File: src/rtl/systolic_feeder.sv
// systolic_feeder
//   Holds one NxN A matrix and one NxN B matrix and, on start, drives the
//   skewed west (A rows) and north (B columns) operand streams of an NxN
//   multiply-accumulate array: one clear cycle, 2N-1 feed cycles, N-1 zero
//   flush cycles, then a one-cycle done pulse.
//
// Ports
//   clk, reset          : rising-edge clock, synchronous active-high reset
//   wr_valid/wr_ready   : element write handshake (ready only when idle)
//   wr_sel              : 0 = A buffer, 1 = B buffer
//   wr_row, wr_col      : element position
//   wr_data             : element value
//   start               : begin a run (honoured only when idle)
//   busy                : high during clear/feed/flush
//   done                : one-cycle pulse after the last flush cycle
//   pe_clear            : clears every PE accumulator
//   a_out               : slice i feeds PE row i, column 0
//   b_out               : slice j feeds PE row 0, column j
//   feed_valid          : high during feed and flush
module systolic_feeder #(
  parameter int N  = 4,
  parameter int DW = 8
) (
  input  logic                 clk,
  input  logic                 reset,
  input  logic                 wr_valid,
  output logic                 wr_ready,
  input  logic                 wr_sel,
  input  logic [$clog2(N)-1:0] wr_row,
  input  logic [$clog2(N)-1:0] wr_col,
  input  logic [DW-1:0]        wr_data,
  input  logic                 start,
  output logic                 busy,
  output logic                 done,
  output logic                 pe_clear,
  output logic [N*DW-1:0]      a_out,
  output logic [N*DW-1:0]      b_out,
  output logic                 feed_valid
);

  localparam int IW = $clog2(N);
  localparam int TW = $clog2(2 * N);
  localparam logic [TW-1:0] T_FEED_LAST  = TW'(2 * N - 2);
  localparam logic [TW-1:0] T_FLUSH_LAST = TW'(N - 2);

  typedef enum logic [1:0] {
    IDLE,
    CLEAR,
    FEED,
    FLUSH
  } state_t;

  state_t          state_q;
  logic [TW-1:0]   t_q;
  logic [DW-1:0]   a_buf_q [N][N];
  logic [DW-1:0]   b_buf_q [N][N];
  logic [N*DW-1:0] a_out_q, b_out_q;
  logic            wr_ready_q, busy_q, done_q, pe_clear_q, feed_valid_q;

  // Operand slices for the feed step that will be presented next cycle.
  logic [TW-1:0]   t_d;
  logic [TW-1:0]   k;
  logic [N*DW-1:0] a_out_d, b_out_d;

  always_comb begin
    t_d     = (state_q == FEED) ? t_q + TW'(1) : '0;
    k       = '0;
    a_out_d = '0;
    b_out_d = '0;
    for (int unsigned i = 0; i < N; i++) begin
      k = t_d - TW'(i);
      // Row/column i enters i cycles late and stays for exactly N cycles.
      if (t_d >= TW'(i) && k < TW'(N)) begin
        a_out_d[i*DW +: DW] = a_buf_q[i][k[IW-1:0]];
        b_out_d[i*DW +: DW] = b_buf_q[k[IW-1:0]][i];
      end
    end
  end

  always_ff @(posedge clk) begin
    if (reset) begin
      for (int unsigned r = 0; r < N; r++) begin
        for (int unsigned c = 0; c < N; c++) begin
          a_buf_q[r][c] <= '0;
          b_buf_q[r][c] <= '0;
        end
      end
    end else if (wr_ready_q && wr_valid) begin
      if (wr_sel) b_buf_q[wr_row][wr_col] <= wr_data;
      else        a_buf_q[wr_row][wr_col] <= wr_data;
    end
  end

  always_ff @(posedge clk) begin
    if (reset) begin
      state_q      <= IDLE;
      t_q          <= '0;
      a_out_q      <= '0;
      b_out_q      <= '0;
      wr_ready_q   <= 1'b1;
      busy_q       <= 1'b0;
      done_q       <= 1'b0;
      pe_clear_q   <= 1'b0;
      feed_valid_q <= 1'b0;
    end else begin
      pe_clear_q <= 1'b0;
      done_q     <= 1'b0;
      a_out_q    <= '0;
      b_out_q    <= '0;
      case (state_q)
        IDLE: begin
          if (start) begin
            state_q    <= CLEAR;
            pe_clear_q <= 1'b1;
            busy_q     <= 1'b1;
            wr_ready_q <= 1'b0;
          end
        end
        CLEAR: begin
          state_q      <= FEED;
          t_q          <= '0;
          feed_valid_q <= 1'b1;
          a_out_q      <= a_out_d;
          b_out_q      <= b_out_d;
        end
        FEED: begin
          if (t_q == T_FEED_LAST) begin
            state_q <= FLUSH;
            t_q     <= '0;
          end else begin
            t_q     <= t_d;
            a_out_q <= a_out_d;
            b_out_q <= b_out_d;
          end
        end
        FLUSH: begin
          if (t_q == T_FLUSH_LAST) begin
            state_q      <= IDLE;
            t_q          <= '0;
            done_q       <= 1'b1;
            busy_q       <= 1'b0;
            feed_valid_q <= 1'b0;
            wr_ready_q   <= 1'b1;
          end else begin
            t_q <= t_q + TW'(1);
          end
        end
        default: begin
          state_q      <= IDLE;
          t_q          <= '0;
          busy_q       <= 1'b0;
          feed_valid_q <= 1'b0;
          wr_ready_q   <= 1'b1;
        end
      endcase
    end
  end

  assign wr_ready   = wr_ready_q;
  assign busy       = busy_q;
  assign done       = done_q;
  assign pe_clear   = pe_clear_q;
  assign a_out      = a_out_q;
  assign b_out      = b_out_q;
  assign feed_valid = feed_valid_q;

endmodule

File: config.mk
export PLATFORM = sky130hd
export DESIGN_NAME = systolic_feeder
export DESIGN_NICKNAME = d
export VERILOG_FILES = /design/src/rtl/systolic_feeder.sv
export SDC_FILE = /design/constraint.sdc
export NUM_CORES = 1
export LEC_CHECK = 0
export BUFFER_PORTS_ARGS = -buffer_cell sky130_fd_sc_hd__buf_2
export CAP_MARGIN = 20
export CORE_ASPECT_RATIO = 1.5
export CORE_MARGIN = 2
export CORE_UTILIZATION = 35
export DETAILED_ROUTE_END_ITERATION = 12
export PLACE_DENSITY_LB_ADDON = 0.08
export REMOVE_ABC_BUFFERS = 1
export SLEW_MARGIN = 20
export SYNTH_ARGS = -nofsm -noshare
export SYNTH_HDL_FRONTEND = slang
export SYNTH_SLANG_ARGS = --single-unit
export TNS_END_PERCENT = 1
File: constraint.sdc
create_clock -name clk -period 8.1 [get_ports clk]
set_input_delay 0.405 -clock clk [delete_from_list [all_inputs] [get_ports clk]]
set_output_delay 0.405 -clock clk [all_outputs]
set_load 0.1 [all_outputs]
Yosys cells after proc, flatten, opt, wreduce, memory -nomap -nowiden. Memory sizes are Yosys's and may differ from the RTL's. Cells that the tools add are included.

Bits in writable memories: 256. Input bits: 17. Logic and storage cells: 120. Register bits: 74. Bits in latches: 0. Memories: 2. Output and inout bits: 69. Memory bits (read-only): 0.

Shift-type cells: 0. Equality and inequality tests: 8. $lt $le $gt $ge: 14. Add/subtract/negate cells: 4. Reduce and logical (&&, ||, !) cells: 17. Divide/modulo/power cells: 0. Bitwise logic cells: 7. Multiply operators: 0. Muxes and demuxes: 59.

Memories: a_buf_q (depth 4, bits a word 32, rd ports 4, clocked after Yosys merged registers in 0, wr ports 4, RTL line 55) `logic [DW-1:0] a_buf_q [N][N];`; b_buf_q (depth 4, bits a word 32, rd ports 4, clocked after Yosys merged registers in 0, wr ports 4, RTL line 56) `logic [DW-1:0] b_buf_q [N][N];`.

Operators with widths (number): $mux W32 (8); $mux W8 (17); $pmux W32 S2 (2); $bmux W8 S2 (4); $reduce_or A32 Y1 (2); $demux W8 S2 (1); $ge A3 B3 Y1 const B (5); $not A2 Y3 (5); $mux W1 (14); $lt A3 B3 Y1 const B (4); $mux W2 (5); $mux W3 (3); $pmux W3 S3 (1); $pmux W2 S4 (1); $ge A3 B1 Y1 const B (2); $ge A3 B2 Y1 const B (2); $logic_and A1 B1 Y1 (6); $pmux W1 S2 (3); $reduce_and A3 Y1 (2); $sub A3 B2 Y3 const B (2); $eq A2 B2 Y1 const B (2); $ne A2 B2 Y1 const B (2); $reduce_bool A2 Y1 (2); $reduce_or A2 Y1 (2); 11 further kinds (12).

Longest topological paths before layout. Gate-level depths: netlist (run 1).

Word-level depth: 10. Gate-level depth with buffers: 13. Gate-level depth less buffers: 9.

Worst setup path before layout (run 1). OpenSTA, ideal clock, no wires.

Path type: reg2reg. From: reg t_q[0]. To: reg a_out_q[10] (netlist: a_out[10]). Library setup time: 0.115 ns. Arrival: 2.568 ns. Data required time: 7.985 ns. Setup slack: 5.417 ns. Stages on the path, launching flop included: 14. Period minus slack after synthesis: 2.683 ns. Buffers on the path: 4. Path through: dfxtp_1 -> buf_2 -> inv_2 -> ha_1 -> buf_2 -> clkinv_1 -> nand2_1 -> buf_2 -> ha_1 -> inv_1 -> a21boi_1 -> clkbuf_1 -> nor3_1 -> o21a_1.

Cells in the longest elaborated chain, start to end: 10. Elaborated cells between the ends (all ways): 14. Classes of those cells: add/sub (2); order compare (2); eq/ne (1); mux (7); bitwise (1); reduce/logical (1).

RTL lines: start: declaration (RTL line 54) `logic [TW-1:0] t_q;`; start signal: assignment (RTL line 131) `t_q <= t_d;`; start signal: assignment (RTL line 145) `t_q <= t_q + TW'(1);`; $add A3 B1 Y3 (RTL line 66) `t_d = (state_q == FEED) ? t_q + TW'(1) : '0;`; $mux W3 (RTL line 66); $sub A3 B1 Y3 (RTL line 71) `k = t_d - TW'(i);`; $not A2 Y3 (not written as such) (RTL line 74) `a_out_d[i*DW +: DW] = a_buf_q[i][k[IW-1:0]];`; $bmux W8 S2 (RTL line 74); $mux W8 (not written as such) (2 in series) (RTL line 74); $mux W8 (RTL line 73) `if (t_d >= TW'(i) && k < TW'(N)) begin`; $mux W32 (RTL line 127) `if (t_q == T_FEED_LAST) begin`; $pmux W32 S2 (*) (RTL line 110) `case (state_q)`; end signal: assignment (RTL line 123) `a_out_q <= a_out_d;`; end signal: assignment (RTL line 132) `a_out_q <= a_out_d;`; end: declaration (RTL line 57) `logic [N*DW-1:0] a_out_q, b_out_q;`.

Every way passes the cells marked *; elsewhere a longest branch is shown, timed or not. The select of a mux whose other input is x is not followed. A chain may end at the register's enable or synchronous reset.

Worst setup path in the final report (run 1).
From: reg t_q[0]. To: reg b_out_q[31] (netlist: b_out[31]).

Cells in the longest elaborated chain, start to end: 8. Elaborated cells between the ends (all ways): 11. Classes of those cells: add/sub (2); order compare (2); eq/ne (1); mux (4); reduce/logical (1); memory (1).

RTL lines: $add A3 B1 Y3 (RTL line 66); $mux W3 (RTL line 66); $sub A3 B2 Y3 (RTL line 71); $lt A3 B3 Y1 (RTL line 73); $logic_and A1 B1 Y1 (RTL line 73); $mux W8 (RTL line 73); $mux W32 (RTL line 127); $pmux W32 S2 (*) (RTL line 110); end signal: assignment (RTL line 124) `b_out_q <= b_out_d;`; end signal: assignment (RTL line 133) `b_out_q <= b_out_d;`; end: declaration (RTL line 57).

Every way passes the cells marked *; elsewhere a longest branch is shown, timed or not.

==> run summary, run 1 <==
Post-Syn Instances: 1074
Place WS: 3918 ps
WL/cell: 24.04 um
Placer Congestion: 0.7707
DR vias: 8596
Async set-reset flop share out of synthesis: 0%
Vias per inst: 5.203
Xor/xnor share of the synthesized area: 0.1834%
TritonRoute pass-1 iters: 7
Final slew viol count: 0
Drt initial violations: 690
PwrDens: 266.8 nW/um^2
Layout cell share with drive strength beyond 1: 18.76%
Final Cell Area: 15540 um^2
Clock Skew: 10.73 ps
Crit path capture type: register
Most frequent CP cell: buf_4
Register area share after synthesis: 67.21%
Worst-path clk slew: 60 ps
Total global-route track usage: 20.07%
Die height: 245.8 um
FMAX: 240.3 MHz
Postcts setup bufs: 0
Routed wire length: 39720 um
Most common flop cell mapped by yosys: edfxtp_1
Gr ovfl total: 0
Post-Layout Cell Count: 1652
Post-route DRC: 0
Placed cells: 1590
Setup tns final: 0 ps
Area Growth Syn to Fin: 13.90%
Critical path's slowest cell: buf_4
Type of origin of the critical path: register
Post-synthesis cell area: 13640 um^2
FP Rows: 88
Synthesized-area fraction occupied by adder cells: 1.101%
Hold_buf cts: 0
Buf/Inv on CP: 6
Count of final hold-check violations: 0
CTS tree: built
Post-CTS resize count: 0
Slew HR: 33.13%
Delay-heaviest family, CP: buffers and inverters
Top post-synthesis cells by area: edfxtp_1, dfxtp_1, nor2_1, o22ai_1, mux2_2
Yosys top cell by area: edfxtp_1
Cell area after placement: 14430 um^2
# nets final: 1161
CP Max Fanout: 48
Hold WS: 161.3 ps
Maximum root-to-sink buffer count: 3
Mux cell area share after synthesis: 7.631%
Final Critical Period: 4161 ps
Synth Area in Compound Gates: 8.530%
Register bit total from synthesis: 330
I/O pin cnt: 86
Yosys warning count: 0
Clk root buf: clkbuf_16
Slew @ Worst Pin: 999.5 ps
Vias in the first global route: 8784
Synth top area share: 56.35%
Distinct cells, synth: 51
Starting Density: 35.50%
PortBufs: 85
Die width: 165.2 um
Max Cap Violations: 0
RSZ-0062 raised after global routing: false
H-tree Lvls: 2
CTS Buf Count: 35
Status: finished, final reports clean
Antenna diodes: 0
Worst EP arrival: 4580 ps
Worst VDD drop: 0.1804 mV
Worst skew pair latency: 530 ps
ANT nets after route: 0
Initial antenna violation count: 0
Pin count of the biggest net entering global routing: 49
Largest family of logic cells by synthesized area: simple AND/OR/NAND/NOR gates
Die area: 40600 um^2
Kind of critical path: reg -> reg
Most common cell in the netlist: nor2_1
Post-synth EDFFs: 256
Simple-gate share of the synthesized area: 12.29%
Core area: 38430 um^2
Final Worst Setup Slack: 3939 ps
Critical path, cell by cell: buf_4 -> inv_2 -> ha_1 -> clkinv_1 -> buf_4 -> nand2_1 -> buf_4 -> ha_2 -> buf_4 -> mux4_2 -> and2_1
Worst endpoint required time: 8520 ps
Period utilisation layout: 51.37%
Avg Cell Area, Syn: 12.70 um^2
CP max stage delay: 660 ps
Final setup viols: 0
First-pass GRT wire length: 58350 um
Worst min path class: in -> reg
P_leak: 0.005572 uW
Synth cell count leaders: nor2_1, edfxtp_1, dfxtp_1
Clock sinks: 330
HPWL Detailed: 25390 um
[power by group]
group          switching [uW]  total [uW]  leakage [uW]  internal, uW
Clock                     659        1570      0.000540           909
Combinational             468         662       0.00179           195
Sequential               27.0        1920       0.00324          1890
[cell families (layout without fill, tap and decap cells)]
kind of cell	count (synthesis)	after routing
and+or+nand+nor	397	397
DFF	330	330
AOI/OAI and AO/OA	166	166
buffers and inverters	87	170
muxes	80	80
adders and majority gates	12	12
xor gates and xnor gates	2	2
[registers in the layout, summed over array words and instances, names as in the netlist, 2 cells and up]
name,cells
a_out,32
b_buf_q,128
state_q,2
t_q,3
a_buf_q,128
b_out,32
[final cells by class]
type                            instances  area (um^2)
Clock inverter                          8        67.56
Tap cell                              495        619.3
Inverter                                9        33.78
Sequential cell                       330         9169
Timing Repair Buffer                   99        545.5
Fill cell                            3696        22890
Clock buffer                           54         1030
Multi-Input combinational cell        657         4074
[through the flow]
stage | total power [uW] | utilization, %
after floorplan | 2427 | -
final | 4146 | 40.44
after global placement | 2617 | 37.46
after global routing | 4299 | 40.44
after detailed placement | 2621 | 37.56
after CTS | 4197 | 40.42
[worst paths after layout]
check / end / slack [ps] / start / cells after the start
worst min-delay path: pe_clear / 160 / start / 3
worst min register to register: busy / 480 / busy / 2
worst max register to register: b_out[31] / 3940 / t_q[0] / 11
worst max-delay path: b_out[31] / 3940 / t_q[0] / 11
[layout by cell type (no fill, tap or decap), drive strengths merged, types with 2 or more instances in the layout]
master and instances:
a211oi 32, a21boi 2, a21o 33, a21oi 7, a311oi 2, and2 17
and3 3, and3b 2, buf 99, clkbuf 54, clkinv 7, dfxtp 74
edfxtp 256, ha 12, inv 9, mux2 32, mux2i 32, mux4 16
nand2 48, nand2b 3, nand3b 3, nor2 284, nor2b 4, nor3 19
nor3b 2, o21a 17, o21ai 4, o22ai 65, or2 3, or3 4
[worst min-delay path, delay by kind of cell]
kind          cells  cell delay, ps
simple gates      2             140
buf+inv           1             100
[layer usage]
| metal | up-vias | GRT usage, % | wire length (um) |
|---|---|---|---|
| met5 | - | 0 | 0 |
| met4 | 0 | 7.417 | 1426 |
| met3 | 76 | 3.711 | 2168 |
| met2 | 258 | 34.47 | 20120 |
| met1 | 4273 | 25.00 | 16000 |
| li1 | 3989 | - | - |
No activity file was read; power rests on OpenSTA's default activity.
==> run 2: changes to the inputs <==
--- a/config.mk
+++ b/config.mk
@@ -5,6 +5,7 @@
 export SDC_FILE = /design/constraint.sdc
 export NUM_CORES = 1
 export LEC_CHECK = 0
+export ABC_AREA = 1
 export BUFFER_PORTS_ARGS = -buffer_cell sky130_fd_sc_hd__buf_2
 export CAP_MARGIN = 20
 export CORE_ASPECT_RATIO = 1.5
==> constraint.sdc (replaced) <==
create_clock -name clk -period 3.9 [get_ports clk]
set_input_delay 0.195 -clock clk [delete_from_list [all_inputs] [get_ports clk]]
set_output_delay 0.195 -clock clk [all_outputs]
set_load 0.1 [all_outputs]
==> run 2 against run 1 <==
Clock skew rose by 13 ps. Wire length fell by 11%. Worst hold slack improved by 120 ps. Sequential share of layout area rose by 0.71 points.
==> run summary, run 2 <==
Worst min path class: in -> reg
Clock Skew: 23.57 ps (+12.85 ps)
Vias per inst: 4.840 (-7.0%)
Synth cell count leaders: nor2_1, edfxtp_1, nand2_1
Pin count of the biggest net entering global routing: 76 (+55%)
Setup tns final: 0 ps (unchanged)
First-pass GRT wire length: 54970 um (-5.8%)
Final Cell Area: 15350 um^2 (-1.2%)
Max Cap Violations: 0 (unchanged)
I/O pin cnt: 86 (unchanged)
CP Max Fanout: 29 (-40%)
Most common cell after layout, fill and taps aside: nor2_1
Multi-input logic area: 3761 um^2 (-7.7%)
P_leak: 0.006314 uW (+13%)
CTS Buf Count: 34 (-2.9%)
Post-synth EDFFs: 256 (unchanged)
Drt initial violations: 560 (-19%)
Most frequent cells in the layout: nor2_1, edfxtp_1, nand2_1
Period utilisation layout: 74.85% (+23 points)
H-tree Lvls: 2 (unchanged)
Routed wire length: 35480 um (-11%)
Sequential Area: 9169 um^2 (unchanged)
WL/cell: 18.40 um (-23%)
Kind of critical path: reg -> reg
Worst endpoint required time: 4330 ps (-4190 ps)
Slew HR: 36.14% (+3.0 points)
Register area share after synthesis: 68.18% (+0.97 points)
Final setup viols: 0 (unchanged)
TritonRoute pass-1 iters: 4 (-3)
CTS tree: built
# nets final: 1443 (+24%)
Antenna diodes: 0 (unchanged)
Layout cell share with drive strength beyond 1: 12.93% (-5.8 points)
Final Critical Period: 2919 ps (-1242 ps)
Post-Syn Instances: 1350 (+26%)
Most common flop cell mapped by yosys: edfxtp_1
Cell area after placement: 14310 um^2 (-0.83%)
Post-route DRC: 0 (unchanged)
Yosys warning count: 0 (unchanged)
Clock sinks: 330 (unchanged)
Die height: 244.1 um (-0.70%)
Post-synthesis cell area: 13450 um^2 (-1.4%)
PortBufs: 85 (unchanged)
Clk root buf: clkbuf_16
M1 GR Usage: 22.39% (-2.6 points)
Starting Density: 35.60% (+0.10 points)
Count of final hold-check violations: 0 (unchanged)
Vias in the first global route: 9417 (+7.2%)
Largest regs: a_buf_q: 128 flops, b_buf_q: 128 flops
Status: finished, final reports clean
Async set-reset flop share out of synthesis: 0% (unchanged)
Worst r2r path cells: 9 (-2)
FP Rows: 87 (-1.1%)
GRT met3 Usage: 3.036% (-0.67 points)
Type of origin of the critical path: register
Crit path capture type: register
Worst Hold Depth: 4 (+1)
HPWL Detailed: 21820 um (-14%)
Avg Cell Area, Syn: 9.961 um^2 (-22%)
Post-Layout Cell Count: 1928 (+17%)
Worst VDD drop: 0.3032 mV (+68%)
Slew @ Worst Pin: 956.5 ps (-43.05 ps)
ANT nets after route: 0 (unchanged)
DR vias: 9331 (+8.6%)
Area Growth Syn to Fin: 14.18%
Register bit total from synthesis: 330 (unchanged)
Final slew viol count: 0 (unchanged)
Die width: 164.0 um (-0.70%)
Worst-path clk slew: 60 ps (about the same)
Most common cell in the netlist: nor2_1
Die area: 40040 um^2 (-1.4%)
RSZ-0062 raised after global routing: false
Top post-synthesis cells by area: edfxtp_1, nor2_1, dfxtp_1, nand2_1, o21ai_0
Placed cells: 1865 (+17%)
Filler cells: 3738 (+1.1%)
Gr ovfl total: 0 (unchanged)
Maximum root-to-sink buffer count: 3 (unchanged)
Placer Congestion: 0.7327 (-4.9%)
Core area: 37770 um^2 (-1.7%)
Synth top area share: 57.16% (+0.81 points)
Tot Pwr: 8659 uW (+110%)
FMAX: 342.6 MHz (+43%)
Yosys top cell by area: edfxtp_1
Met2 Track Usage GR: 31.90% (-2.6 points)
Total global-route track usage: 18.05% (-2.0 points)
Initial antenna violation count: 2 (+2)
PwrDens: 563.9 nW/um^2 (+110%)
Distinct cells, synth: 19 (-63%)
Worst skew pair latency: 540 ps (about the same)
GRT Max-Usage Layer: met2
Worst EP arrival: 3350 ps (-1230 ps)
## run 2: area by class of cell
class,instances,area share (%)
inverter,63,1.540
clock buffer,44,5.851
sequential,330,59.71
timing repair buffer,100,3.618
clock inverter,17,0.7986
tap,489,3.985
multi-input combinational,885,24.49
## run 2: worst paths after layout
check / endpoint / slack (ps) / from
worst max-delay path: a_out[31] / 980 / state_q[0]
worst min-delay path: a_buf_q[3][27] / 290 / wr_col[0]
worst max register to register: a_out[31] / 980 / state_q[0]
worst min register to register: feed_valid / 470 / feed_valid
## run 2: stage by stage
step	util (%)	setup WS, ps	hold slack, ps
floorplan	-	-518.4	264.1
global placement	37.89	1007	454.8
detailed placement	37.89	950.2	454.4
CTS	40.65	940.4	252.2
global route	40.65	667.7	320.3
finish	40.65	980.8	286.1
## run 2: routing by layer
metal  vias to the layer above  wire length (um)
met2                       185             18240
met5                         -                21
met1                      4529             14820
met3                        62              1478
met4                         4               922
li1                       4551                 -
## run 2: report_power, final
part	switching (uW)	internal [uW]
Clock	1370	1710
Combinational	1270	340
Sequential	46.4	3930
Total	2690	5970
## run 2: what timing repair did
item                      4_1_cts  5_1_grt
hold buffers                    2        0
hold endpoints to repair        4        0
setup buffers                   0        0
resized for setup               0        0
## run 2: cells by family after synthesis
group,Yosys count,share of synthesized area [%]
compound gates,169,6.290
simple gates,704,20.47
flops,330,68.18
buf+inv,135,3.945
fa+ha+maj,12,1.116
## run 2: worst max-delay path: stages, from the launching register on
cell,delay [ps]
dfxtp_1,330
inv_1,140
ha_1,320
inv_2,90
nor2_4,610
ha_1,290
inv_1,40
nand2_1,80
nand3_1,570
a21oi_1,340
